**src/rtl/serial_addsub.sv**
```systemverilog
// serial_addsub
//   Digit-serial adder/subtractor. Processes D bits per clock, least
//   significant digit first, and finishes a W-bit operation in N = W/D
//   RUN cycles. Subtraction is x + ~y + ~c_in, so c_in acts as a borrow-in.
//   The carry-out then reads 1 when no borrow occurred.
//
//   state  | meaning
//   -------+-------------------------------------------------------------
//   IDLE   | waiting for start
//   RUN    | one digit per cycle; start ignored, operands frozen
//   DONE   | results just loaded, done=1; start here begins the next op
//
// Ports
//   clk, rst_b            clock, asynchronous active-low reset
//   start, op, x, y, c_in request, 0=add/1=sub, operands, carry/borrow in
//   z, c_out, ovr         registered result, MSB carry out, signed overflow
//   busy, done            high while in RUN; one-cycle completion pulse
module serial_addsub #(
  parameter int W = 8,
  parameter int D = 2
) (
  input  logic         clk,
  input  logic         rst_b,
  input  logic         start,
  input  logic         op,
  input  logic [W-1:0] x,
  input  logic [W-1:0] y,
  input  logic         c_in,
  output logic [W-1:0] z,
  output logic         c_out,
  output logic         ovr,
  output logic         busy,
  output logic         done
);

  localparam int N  = W / D;
  localparam int CW = (N > 1) ? $clog2(N) : 1;

  if (D < 1 || D > W || (W % D) != 0) begin : g_bad_param
    $error("serial_addsub: W must be a multiple of D with 1 <= D <= W");
  end

  typedef enum logic [1:0] {
    S_IDLE = 2'd0,
    S_RUN  = 2'd1,
    S_DONE = 2'd2
  } state_t;

  state_t         state_q, state_d;
  logic [W-1:0]   a_q, a_d;
  logic [W-1:0]   b_q, b_d;
  logic [W-1:0]   acc_q, acc_d;
  logic [W-1:0]   z_q, z_d;
  logic           carry_q, carry_d;
  logic           c_out_q, c_out_d;
  logic           ovr_q, ovr_d;
  logic [CW-1:0]  cnt_q, cnt_d;

  logic [D:0]     dsum;
  logic           msb_cin;
  logic           last_digit;
  logic [W-1:0]   a_nxt, b_nxt, acc_nxt;

  // Operands shift right one digit per cycle so the active digit is always
  // the low D bits; finished digits enter the accumulator from the top, so
  // after N shifts the accumulator holds the whole result in place.
  if (D < W) begin : g_shift
    assign a_nxt   = {{D{1'b0}}, a_q[W-1:D]};
    assign b_nxt   = {{D{1'b0}}, b_q[W-1:D]};
    assign acc_nxt = {dsum[D-1:0], acc_q[W-1:D]};
  end else begin : g_single
    assign a_nxt   = '0;
    assign b_nxt   = '0;
    assign acc_nxt = dsum[D-1:0];
  end

  always_comb begin
    dsum       = {1'b0, a_q[D-1:0]} + {1'b0, b_q[D-1:0]} + {{D{1'b0}}, carry_q};
    // Carry into the digit MSB recovered from its sum bit: s = a ^ b ^ cin.
    msb_cin    = dsum[D-1] ^ a_q[D-1] ^ b_q[D-1];
    last_digit = (cnt_q == CW'(N - 1));

    state_d = state_q;
    a_d     = a_q;
    b_d     = b_q;
    acc_d   = acc_q;
    z_d     = z_q;
    carry_d = carry_q;
    c_out_d = c_out_q;
    ovr_d   = ovr_q;
    cnt_d   = cnt_q;

    case (state_q)
      S_IDLE, S_DONE: begin
        if (start) begin
          a_d     = x;
          b_d     = op ? ~y : y;
          carry_d = op ^ c_in;
          acc_d   = '0;
          cnt_d   = '0;
          state_d = S_RUN;
        end else begin
          state_d = S_IDLE;
        end
      end
      S_RUN: begin
        a_d     = a_nxt;
        b_d     = b_nxt;
        acc_d   = acc_nxt;
        carry_d = dsum[D];
        cnt_d   = cnt_q + CW'(1);
        if (last_digit) begin
          z_d     = acc_nxt;
          c_out_d = dsum[D];
          ovr_d   = dsum[D] ^ msb_cin;
          state_d = S_DONE;
        end
      end
      default: state_d = S_IDLE;
    endcase
  end

  always_ff @(posedge clk or negedge rst_b) begin
    if (!rst_b) begin
      state_q <= S_IDLE;
      a_q     <= '0;
      b_q     <= '0;
      acc_q   <= '0;
      z_q     <= '0;
      carry_q <= 1'b0;
      c_out_q <= 1'b0;
      ovr_q   <= 1'b0;
      cnt_q   <= '0;
    end else begin
      state_q <= state_d;
      a_q     <= a_d;
      b_q     <= b_d;
      acc_q   <= acc_d;
      z_q     <= z_d;
      carry_q <= carry_d;
      c_out_q <= c_out_d;
      ovr_q   <= ovr_d;
      cnt_q   <= cnt_d;
    end
  end

  assign z     = z_q;
  assign c_out = c_out_q;
  assign ovr   = ovr_q;
  assign busy  = (state_q == S_RUN);
  assign done  = (state_q == S_DONE);

endmodule

```
**config.mk**
```make
export PLATFORM = sky130hd
export DESIGN_NAME = serial_addsub
export DESIGN_NICKNAME = d
export VERILOG_FILES = /design/src/rtl/serial_addsub.sv
export SDC_FILE = /design/constraint.sdc
export NUM_CORES = 1
export LEC_CHECK = 0
export CORE_MARGIN = 3
export CORE_UTILIZATION = 54
export CTS_CLUSTER_SIZE = 28
export DETAILED_ROUTE_END_ITERATION = 12
export GPL_TIMING_DRIVEN = 0
export PLACE_DENSITY = 0.95
export RECOVER_POWER = 50
export SLEW_MARGIN = 30
export SYNTH_ARGS = -nofsm -noshare
export SYNTH_HDL_FRONTEND = slang
export SYNTH_SLANG_ARGS = --single-unit
```
**constraint.sdc**
```tcl
create_clock -name clk -period 3.6 [get_ports clk]
set_input_delay 0.36 -clock clk [delete_from_list [all_inputs] [get_ports clk]]
set_output_delay 0.36 -clock clk [all_outputs]
set_load 0.1 [all_outputs]
```
== Word-level counts from Yosys, hierarchy flattened ==
Cells that the tools add are included.

* Bits in registers: 39
* Output and inout port bits: 12

* Add/sub/neg operators: 3
* Equal/unequal tests: 5
* Muxes and demuxes: 14
* Bitwise gates (word level): 5
* Reductions and logical operators: 5

{| class="wikitable"
|+ Operator list
! operator !! number
|-
| case mux 8 bit (2 select lines) || 3
|-
| two-way mux 8 bit || 4
|-
| NOT 8 bit || 1
|-
| case mux 2 bit (2 select lines) || 2
|-
| == test 2 bit, second input constant || 2
|-
| two-way mux 2 bit || 2
|-
| AND reduction 2 bit || 2
|-
| bitwise XOR 1 bit || 4
|-
| adder 2 x 2 -> 3 bit || 1
|-
| adder 3 x 1 -> 3 bit || 1
|-
| adder 2 x 1 -> 2 bit, second input constant || 1
|-
| == test 2 x 1 -> 1 bit, second input constant || 1
|-
| logical NOT 2 bit || 1
|-
| two-way mux 1 bit || 2
|-
| inequality test 2 x 1 -> 1 bit, second input constant || 1
|-
| inequality test 2 bit, second input constant || 1
|-
| case mux 1 bit (2 select lines) || 1
|-
| nonzero test 2 bit || 1
|-
| OR reduction 2 bit || 1
|}

== Longest topological paths before layout ==
Gate-level depths: netlist of run 1.

* Depth in word-level cells: 5
* Mapped depth: 5
* Mapped depth without buffers: 5

== Worst setup path before layout of run 1 ==
OpenSTA, ideal clock, no wires.

* Path kind: register to output
* From: register state_q[0]
* To: output done
* Arrival: 1.731 ns
* Slack: 1.509 ns
* Cell stages (with the launch flop): 2
* Cell sequence: dfrtp_1 -> nor2b_1

* Cells in the longest elaborated chain, start to end: 1

{| class="wikitable"
|+ RTL lines
! element !! RTL line !! RTL
|-
| start: declaration || 49 || <nowiki>state_t state_q, state_d;</nowiki>
|-
| start signal: assignment || 135 || <nowiki>state_q <= state_d;</nowiki>
|-
| == test 2 bit || 151 || <nowiki>assign done = (state_q == S_DONE);</nowiki>
|-
| end: declaration || 33 || <nowiki>output logic done</nowiki>
|}

No other way between the ends.

== Worst setup path in the final report of run 1 ==
* From: register state_q[0]
* To: output busy

* Cells in the longest elaborated chain, start to end: 1

{| class="wikitable"
|+ RTL lines
! element !! RTL line !! RTL
|-
| == test 2 x 1 -> 1 bit || 150 || <nowiki>assign busy = (state_q == S_RUN);</nowiki>
|-
| end: declaration || 32 || <nowiki>output logic busy,</nowiki>
|}

No other way between the ends.

==> qor.yml, run 1 <==
antenna_found_initial: 0
finalCriticalPeriod_ps: 3010
finalCritPeriodShare_pct: 83.6
slew_violations: 0
crit_chain: "nor2b_1, buf_4, clkbuf_1, clkdlybuf4s50_1"
diodes: 0
worstPathArrival_ps: 2650
placed_area_mm2: 0.00198
setup_viol_count_final: 0
drtIter0Drc: 42
holdPathStages: 1
syn-instance-count: 119
area_growth_pct: 24.7
die_x_um: 60.7
vias_per_cell: 5.63
crit_type: "flip-flop to output port"
relSlewSlack_pct: 4.12
critical_path_required_ps: 3240
status: "complete, no violations"
io_pins: 33
worstMarginPinSlew_ps: 1440
ff2ff_setup_slack_ps: 1670
setup.worst_path.start_class: "flip-flop"
rr_worst_depth: 5
ys_seq_area_share_pct: 57.4
cts_max_level: 2
min_to: "a_q[4]$_DFFE_PN0P_"
vias: 1076
drt_first_pass_iters: 6
die_area_mm2: 0.00368
cts.path.max_buffers: 2
worstHoldStart: "a_q[4]$_DFFE_PN0P_"
worstReg2RegStart: "a_q[0]$_DFFE_PN0P_"
rows: 19
hold_violations: 0
drv_cap: 0
regArea_um2: 926
clock.fmax_mhz: 332
end_kind: "output port"
grt_overflow_total: 0
synth-seq-cells: 37
cts_resized: 0
holdWs_ps: 487
yosysWarnings: 0
num-nets-final: 183
place.gp.congestion: 0.794
hp-class: "flip-flop to flip-flop"
clockRootBuffer: "clkbuf_4"
wl_um: 2830
max_stage_delay_ps: 1220
grt_max_degree: 29
grt_setup_unrepaired: "false"
cts_made_buffers: 5
wire_per_inst_um: 14.8
final_antenna_net_count: 0
layout-drive-gt1-share_pct: 14.4
portBuffers: 31
start_util_pct: 57.5
clk_latency_ps: 340
multi_input_area_um2: 619
remaining_drc_errors: 0
grt_usage_pct: 17.6
final_area_mm2: 0.00201
fin_worst_skew_ps: 7.25
cts_tree: "built"
slowest_stage: "clkdlybuf4s50_1"
fill_cells: 209
clk_pin_slew_ps: 110
syn_area_mm2: 0.00161
grt_pass1_wl_um: 4760
syn_avg_cell_area_um2: 13.6
hpwl_um: 2150
core_mm2: 0.00281
tns_ps: 0
numClockSinks: 37
cp_max_fo: 10
die_y_um: 60.7
first_global_vias: 1072
r2r_end: "ovr$_DFFE_PN0P_"
synth.net_count: 143
yosysUniqueCellTypes: 22
synthesized netlist by cell type (all sizes together):
cell type / count / area share (%)
dfrtp: 37 / 57
a22o: 17 / 9.2
mux2: 10 / 7.0
xnor2: 10 / 5.4
buf: 9 / 3.8
nor2: 8 / 2.3
a221o: 7 / 4.3
a21o: 6 / 2.8
fa: 2 / 2.5
inv: 2 / 0.47
nor2b: 2 / 0.78
o21ai: 2 / 0.62
xor2: 2 / 1.1
and2b: 1 / 0.47
ha: 1 / 0.78
nand2: 1 / 0.23
nand2b: 1 / 0.39
nand3b: 1 / 0.47
state kept, by name, indices dropped and copies added, names as in the netlist:
signal and flops:
b_q 8, state_q 2, acc_q 6, cnt_q 2, ovr 1, a_q 8, z 8, c_out 1
carry_q 1
cell families (layout without fill, tap and decap cells):
group | Yosys count | in the layout | share of synthesized area, %
buffers and inverters | 11 | 52 | 4.26
adders and majority gates | 3 | 3 | 3.26
xor gates and xnor gates | 12 | 12 | 6.51
muxes | 10 | 10 | 6.98
AOI/OAI and AO/OA | 32 | 32 | 17.0
DFF | 37 | 37 | 57.4
and+or+nand+nor | 14 | 14 | 4.65
metal layers:
| layer | global-route usage, % | vias to the layer above | part of all wire (%) |
|---|---|---|---|
| li1 | - | 507 | - |
| met1 | 21.5 | 531 | 44 |
| met2 | 29.6 | 34 | 49 |
| met3 | 5.74 | 4 | 6.7 |
| met4 | 5.57 | 0 | 1.2 |
| met5 | 0 | - | 0 |
worst max-delay path, delay by kind of cell, from the launching register on:
kind / cells / cell delay [ps]
and+or+nand+nor: 1 / 150
buffers and inverters: 3 / 1740
DFF: 1 / 420
layout by cell type (no fill, tap or decap), drive strengths merged:
cell type / netlist / routed
fa: 2 / 2
clkbuf: 0 / 11
clkinv: 0 / 2
dfrtp: 37 / 37
a221o: 7 / 7
clkdlybuf4s50: 0 / 30
mux2: 10 / 10
nand3b: 1 / 1
dlygate4sd3: 0 / 1
ha: 1 / 1
xor2: 2 / 2
nand2: 1 / 1
o21ai: 2 / 2
xnor2: 10 / 10
a21o: 6 / 6
nor2: 8 / 8
nand2b: 1 / 1
nor2b: 2 / 2
buf: 9 / 6
and2b: 1 / 1
inv: 2 / 2
a22o: 17 / 17
metrics by stage:
| stage | util (%) | instances | setup WS, ps |
|---|---|---|---|
| after CTS | 72.7 | 191 | 779 |
| final | 71.7 | 191 | 591 |
| after global placement | 70.0 | 181 | 1190 |
| after global routing | 71.7 | 191 | 405 |
| after detailed placement | 70.5 | 182 | 1180 |
| after floorplan | - | 119 | 1510 |
layout make-up:
type | count | share of cell area [%]
Clock buffer | 6 | 2.05
Sequential cell | 37 | 46.0
Buffer | 9 | 2.55
Inverter | 2 | 0.373
Clock inverter | 2 | 0.498
Tap cell | 31 | 1.93
Multi-Input combinational cell | 71 | 30.8
Timing Repair Buffer | 33 | 15.8
timing repair:
item,4_1_cts,5_1_grt
hold buffers,1,0
setup buffers,0,0
hold endpoints to repair,9,0
worst max path at each step:
stage,startpoint,endpoint
finish,state_q[0]$_DFFE_PN0P_,busy
global placement,state_q[0]$_DFFE_PN0P_,busy
global route,state_q[0]$_DFFE_PN0P_,busy
floorplan,state_q[0]$_DFFE_PN0P_,done
CTS,state_q[0]$_DFFE_PN0P_,busy
detailed placement,state_q[0]$_DFFE_PN0P_,busy
Power of run 1 is left out: the tool's default activity adds up to more than one toggle a clock period on the data nets, which glitch-free logic cannot reach.
==> run 2, diff against run 1 <==
CORE_UTILIZATION = 45   (was 54)
PLACE_DENSITY = 0.86   (was 0.95)
clock period = 2.4 ns   (was 3.6 ns; I/O delays follow)
==> qor.yml, run 2 (same netlist as run 1, synthesis figures left out) <==
cts_setup_buffers: 0
worstPathArrival_ps: 2030
max_stage_delay_ps: 1140
start_util_pct: 47.6
portBuffers: 31
worstMarginPinSlew_ps: 1100
slowest_stage: "clkdlybuf4s50_1"
clock.fmax_mhz: 441
critPathBufInv: 1
diodes: 0
crit_chain: "nor2b_1, clkdlybuf4s50_1"
crit_type: "flip-flop to output port"
hp-class: "primary input to flip-flop"
drtIter0Drc: 40
clk_latency_ps: 350
most-common-layout-cells: "dfrtp_1, clkdlybuf4s50_1, a22o_1"
placed_area_mm2: 0.00200
finalCriticalPeriod_ps: 2270
hold_violations: 0
relSlewSlack_pct: 26.4
fin_worst_skew_ps: 17.3
numClockSinks: 37
antenna_found_initial: 0
final_antenna_net_count: 0
rows: 21
die_x_um: 65.9
cts_max_level: 2
grt_usage_pct: 15.7
drv_cap: 0
final_common_cell: "dfrtp_1"
finalCritPeriodShare_pct: 94.5
clockRootBuffer: "clkbuf_4"
io_pins: 33
first_global_vias: 1118
die_area_mm2: 0.00434
clk_pin_slew_ps: 120
core_mm2: 0.00339
fill_cells: 272
tns_ps: 0
setup_viol_count_final: 0
die_y_um: 65.9
final_area_mm2: 0.00208
vias_per_cell: 5.27
remaining_drc_errors: 0
place.gp.congestion: 0.747
cts_tree: "built"
setup.worst_path.start_class: "flip-flop"
status: "complete, no violations"
grt_overflow_total: 0
num-nets-final: 183
critical_path_required_ps: 2160
area_growth_pct: 28.8
drt_first_pass_iters: 4
slew_violations: 0
layout-drive-gt1-share_pct: 16.3
end_kind: "output port"
cts_made_buffers: 5
cp_max_fo: 3
grt_setup_unrepaired: "false"
wire_per_inst_um: 14.5
grt_max_degree: 26
grt_pass1_wl_um: 5070
vias: 1085
hpwl_um: 2320
wl_um: 2980
crit_family: "buffers and inverters"
cts.path.max_buffers: 2
run 2: repair_timing:
item                                    in CTS  in global routing
pin swaps                                    0                  0
gates resized for setup                      2                  1
hold buffers                                 1                  0
endpoints found under the setup margin       1                  1
gates cloned                                 0                  0
hold endpoints to repair                    12                  0
run 2: path summary, 6_finish.rpt:
kind,from,to,slack [ps],cells after the start
worst min-delay path,op,b_q[6]$_DFFE_PN0P_,420,3
worst max register to register,a_q[0]$_DFFE_PN0P_,ovr$_DFFE_PN0P_,430,5
worst min register to register,a_q[5]$_DFFE_PN0P_,a_q[5]$_DFFE_PN0P_,500,1
min in group asynchronous,rst_b,carry_q$_DFFE_PN0P_,440,2
worst max-delay path,state_q[1]$_DFFE_PN0P_,done,130,2
max in group asynchronous,rst_b,a_q[3]$_DFFE_PN0P_,410,3
run 2: worst register-to-register path, cell delays in order (launching register included):
cell and delay, ps:
dfrtp_1 430, fa_1 440, fa_1 510, xnor2_1 220
xnor2_1 130, o21ai_0 90
run 2: routing by layer:
metal	track usage, %	vias to the layer above	share of wire, %
met1	17.9	540	42
li1	-	508	-
met3	5.61	6	6.1
met4	4.66	0	1.2
met5	0	-	0
met2	27.5	31	51
run 2: per-stage QoR:
step | instances | utilization [%] | setup WS [ps] | hold WS, ps
after CTS | 206 | 62.1 | 5.44 | 325
final | 206 | 61.4 | 133 | 422
after floorplan | 119 | - | 429 | -55.6
after detailed placement | 197 | 59.1 | 78.7 | 156
after global routing | 206 | 61.4 | 32.0 | 437
after global placement | 196 | 58.5 | 111 | 460
run 2: cell type report:
cell class / count / area, um^2 / share of cell area, %
multi-input combinational: 71 / 619 / 29.8
timing repair buffer: 33 / 322 / 15.5
tap: 46 / 57.6 / 2.77
clock inverter: 2 / 37.5 / 1.81
clock buffer: 6 / 51.3 / 2.47
inverter: 2 / 7.51 / 0.361
buffer: 9 / 58.8 / 2.83
sequential: 37 / 926 / 44.5
Power of run 2 is left out for the same reason.
==> run 3, diff against run 2 <==
CORE_UTILIZATION = 50   (was 45)
PLACE_DENSITY = 0.9   (was 0.86)
clock period = 2.51 ns   (was 2.4 ns; I/O delays follow)
==> qor.yml, run 3 (same netlist as run 1, synthesis figures left out) <==
cts_tree: "built"
grt_max_degree: 29
final_common_cell: "dfrtp_1"
start_util_pct: 55.2
relSlewSlack_pct: 18.2
worstReg2RegStart: "a_q[0]$_DFFE_PN0P_"
critical_path_required_ps: 2260
slew_violations: 0
finalCriticalPeriod_ps: 2380
crit_family: "buffers and inverters"
drt_first_pass_iters: 4
slowest_stage: "dlygate4sd2_1"
drtIter0Drc: 39
status: "complete, no violations"
num-nets-final: 183
first_global_vias: 1116
die_y_um: 62.8
diodes: 0
antenna_found_initial: 0
cts_made_buffers: 5
crit_type: "flip-flop to output port"
clk_latency_ps: 340
end_kind: "output port"
crit_chain: "nor2b_1, buf_4, buf_2, dlygate4sd2_1"
hold_violations: 0
most-common-layout-cells: "dfrtp_1, clkdlybuf4s50_1, a22o_1"
worstMarginPinSlew_ps: 1230
wl_um: 2930
core_mm2: 0.00292
grt_usage_pct: 17.1
cts.path.max_buffers: 2
final_antenna_net_count: 0
vias: 1076
vias_per_cell: 5.38
cp_max_fo: 10
max_stage_delay_ps: 880
drv_cap: 0
area_growth_pct: 25.5
clock.fmax_mhz: 419
critPathBufInv: 3
cts_setup_buffers: 0
finalCritPeriodShare_pct: 95.0
portBuffers: 31
setup_viol_count_final: 0
ff2ff_setup_slack_ps: 590
r2r_end: "ovr$_DFFE_PN0P_"
cts_max_level: 2
die_x_um: 62.8
setup.worst_path.start_class: "flip-flop"
worstPathArrival_ps: 2130
grt_setup_unrepaired: "false"
die_area_mm2: 0.00395
rows: 19
rr_worst_depth: 5
grt_overflow_total: 0
fin_worst_skew_ps: 4.69
place.gp.congestion: 0.793
clk_pin_slew_ps: 100
hp-class: "primary input to async pin"
clockRootBuffer: "clkbuf_4"
layout-drive-gt1-share_pct: 14.6
numClockSinks: 37
grt_pass1_wl_um: 5090
io_pins: 33
wire_per_inst_um: 14.7
remaining_drc_errors: 0
tns_ps: 0
[run 3: cell count changes in the layout (fill, tap and decap cells not counted)]
cell,previous run,this run
nor2_4,1,0
buf_1,0,1
clkbuf_1,4,2
clkbuf_2,1,0
buf_2,2,3
clkinv_2,0,1
bufinv_16,1,0
clkbuf_8,1,0
clkinvlp_4,1,0
nor2_1,7,8
dlygate4sd2_1,0,1
[run 3: timing repair]
action                     in CTS  in global routing
hold buffers                    1                  0
hold endpoints to repair        9                  0
setup endpoints to repair       1                  0
gates resized for setup         1                  0
[run 3: through the flow]
stage	hold WS, ps	cells	instance area (um^2)	setup slack (ps)	utilization (%)
finish	381	200	2030	126	69.3
global route	415	200	2030	40.8	69.3
CTS	288	200	2040	90.3	69.9
detailed placement	135	193	1990	202	68.1
global placement	460	192	1980	212	67.6
floorplan	-44.6	119	1610	528	-
[run 3: worst max-delay path by stage]
stage / start / to / slack (ps) / cells after the start
2_1_floorplan: state_q[0]$_DFFE_PN0P_ / done / 530 / 1
3_5_place_dp: state_q[0]$_DFFE_PN0P_ / busy / 200 / 4
3_3_place_gp: state_q[0]$_DFFE_PN0P_ / busy / 210 / 4
6_report: state_q[0]$_DFFE_PN0P_ / busy / 130 / 4
5_1_grt: state_q[0]$_DFFE_PN0P_ / busy / 40 / 4
4_1_cts: state_q[0]$_DFFE_PN0P_ / busy / 90 / 4
[run 3: layout make-up]
cell class              instances  area (um^2)
clock inverters                 1         5.00
repair buffers                 33          325
well taps                      42         52.6
plain buffers                   9         60.1
inverters                       2         7.51
multi-input cells              71          612
flip-flops and latches         37          926
clock buffers                   5         37.5
fillers                       235          898
[run 3: layer usage]
| layer | vias up | part of all wire [%] | global-route usage, % |
|---|---|---|---|
| met5 | - | 0 | 0 |
| met4 | 0 | 1.5 | 5.79 |
| met3 | 3 | 6.4 | 6.47 |
| met2 | 42 | 51 | 30.8 |
| met1 | 525 | 41 | 18.4 |
| li1 | 506 | - | - |
Power of run 3 is left out for the same reason.
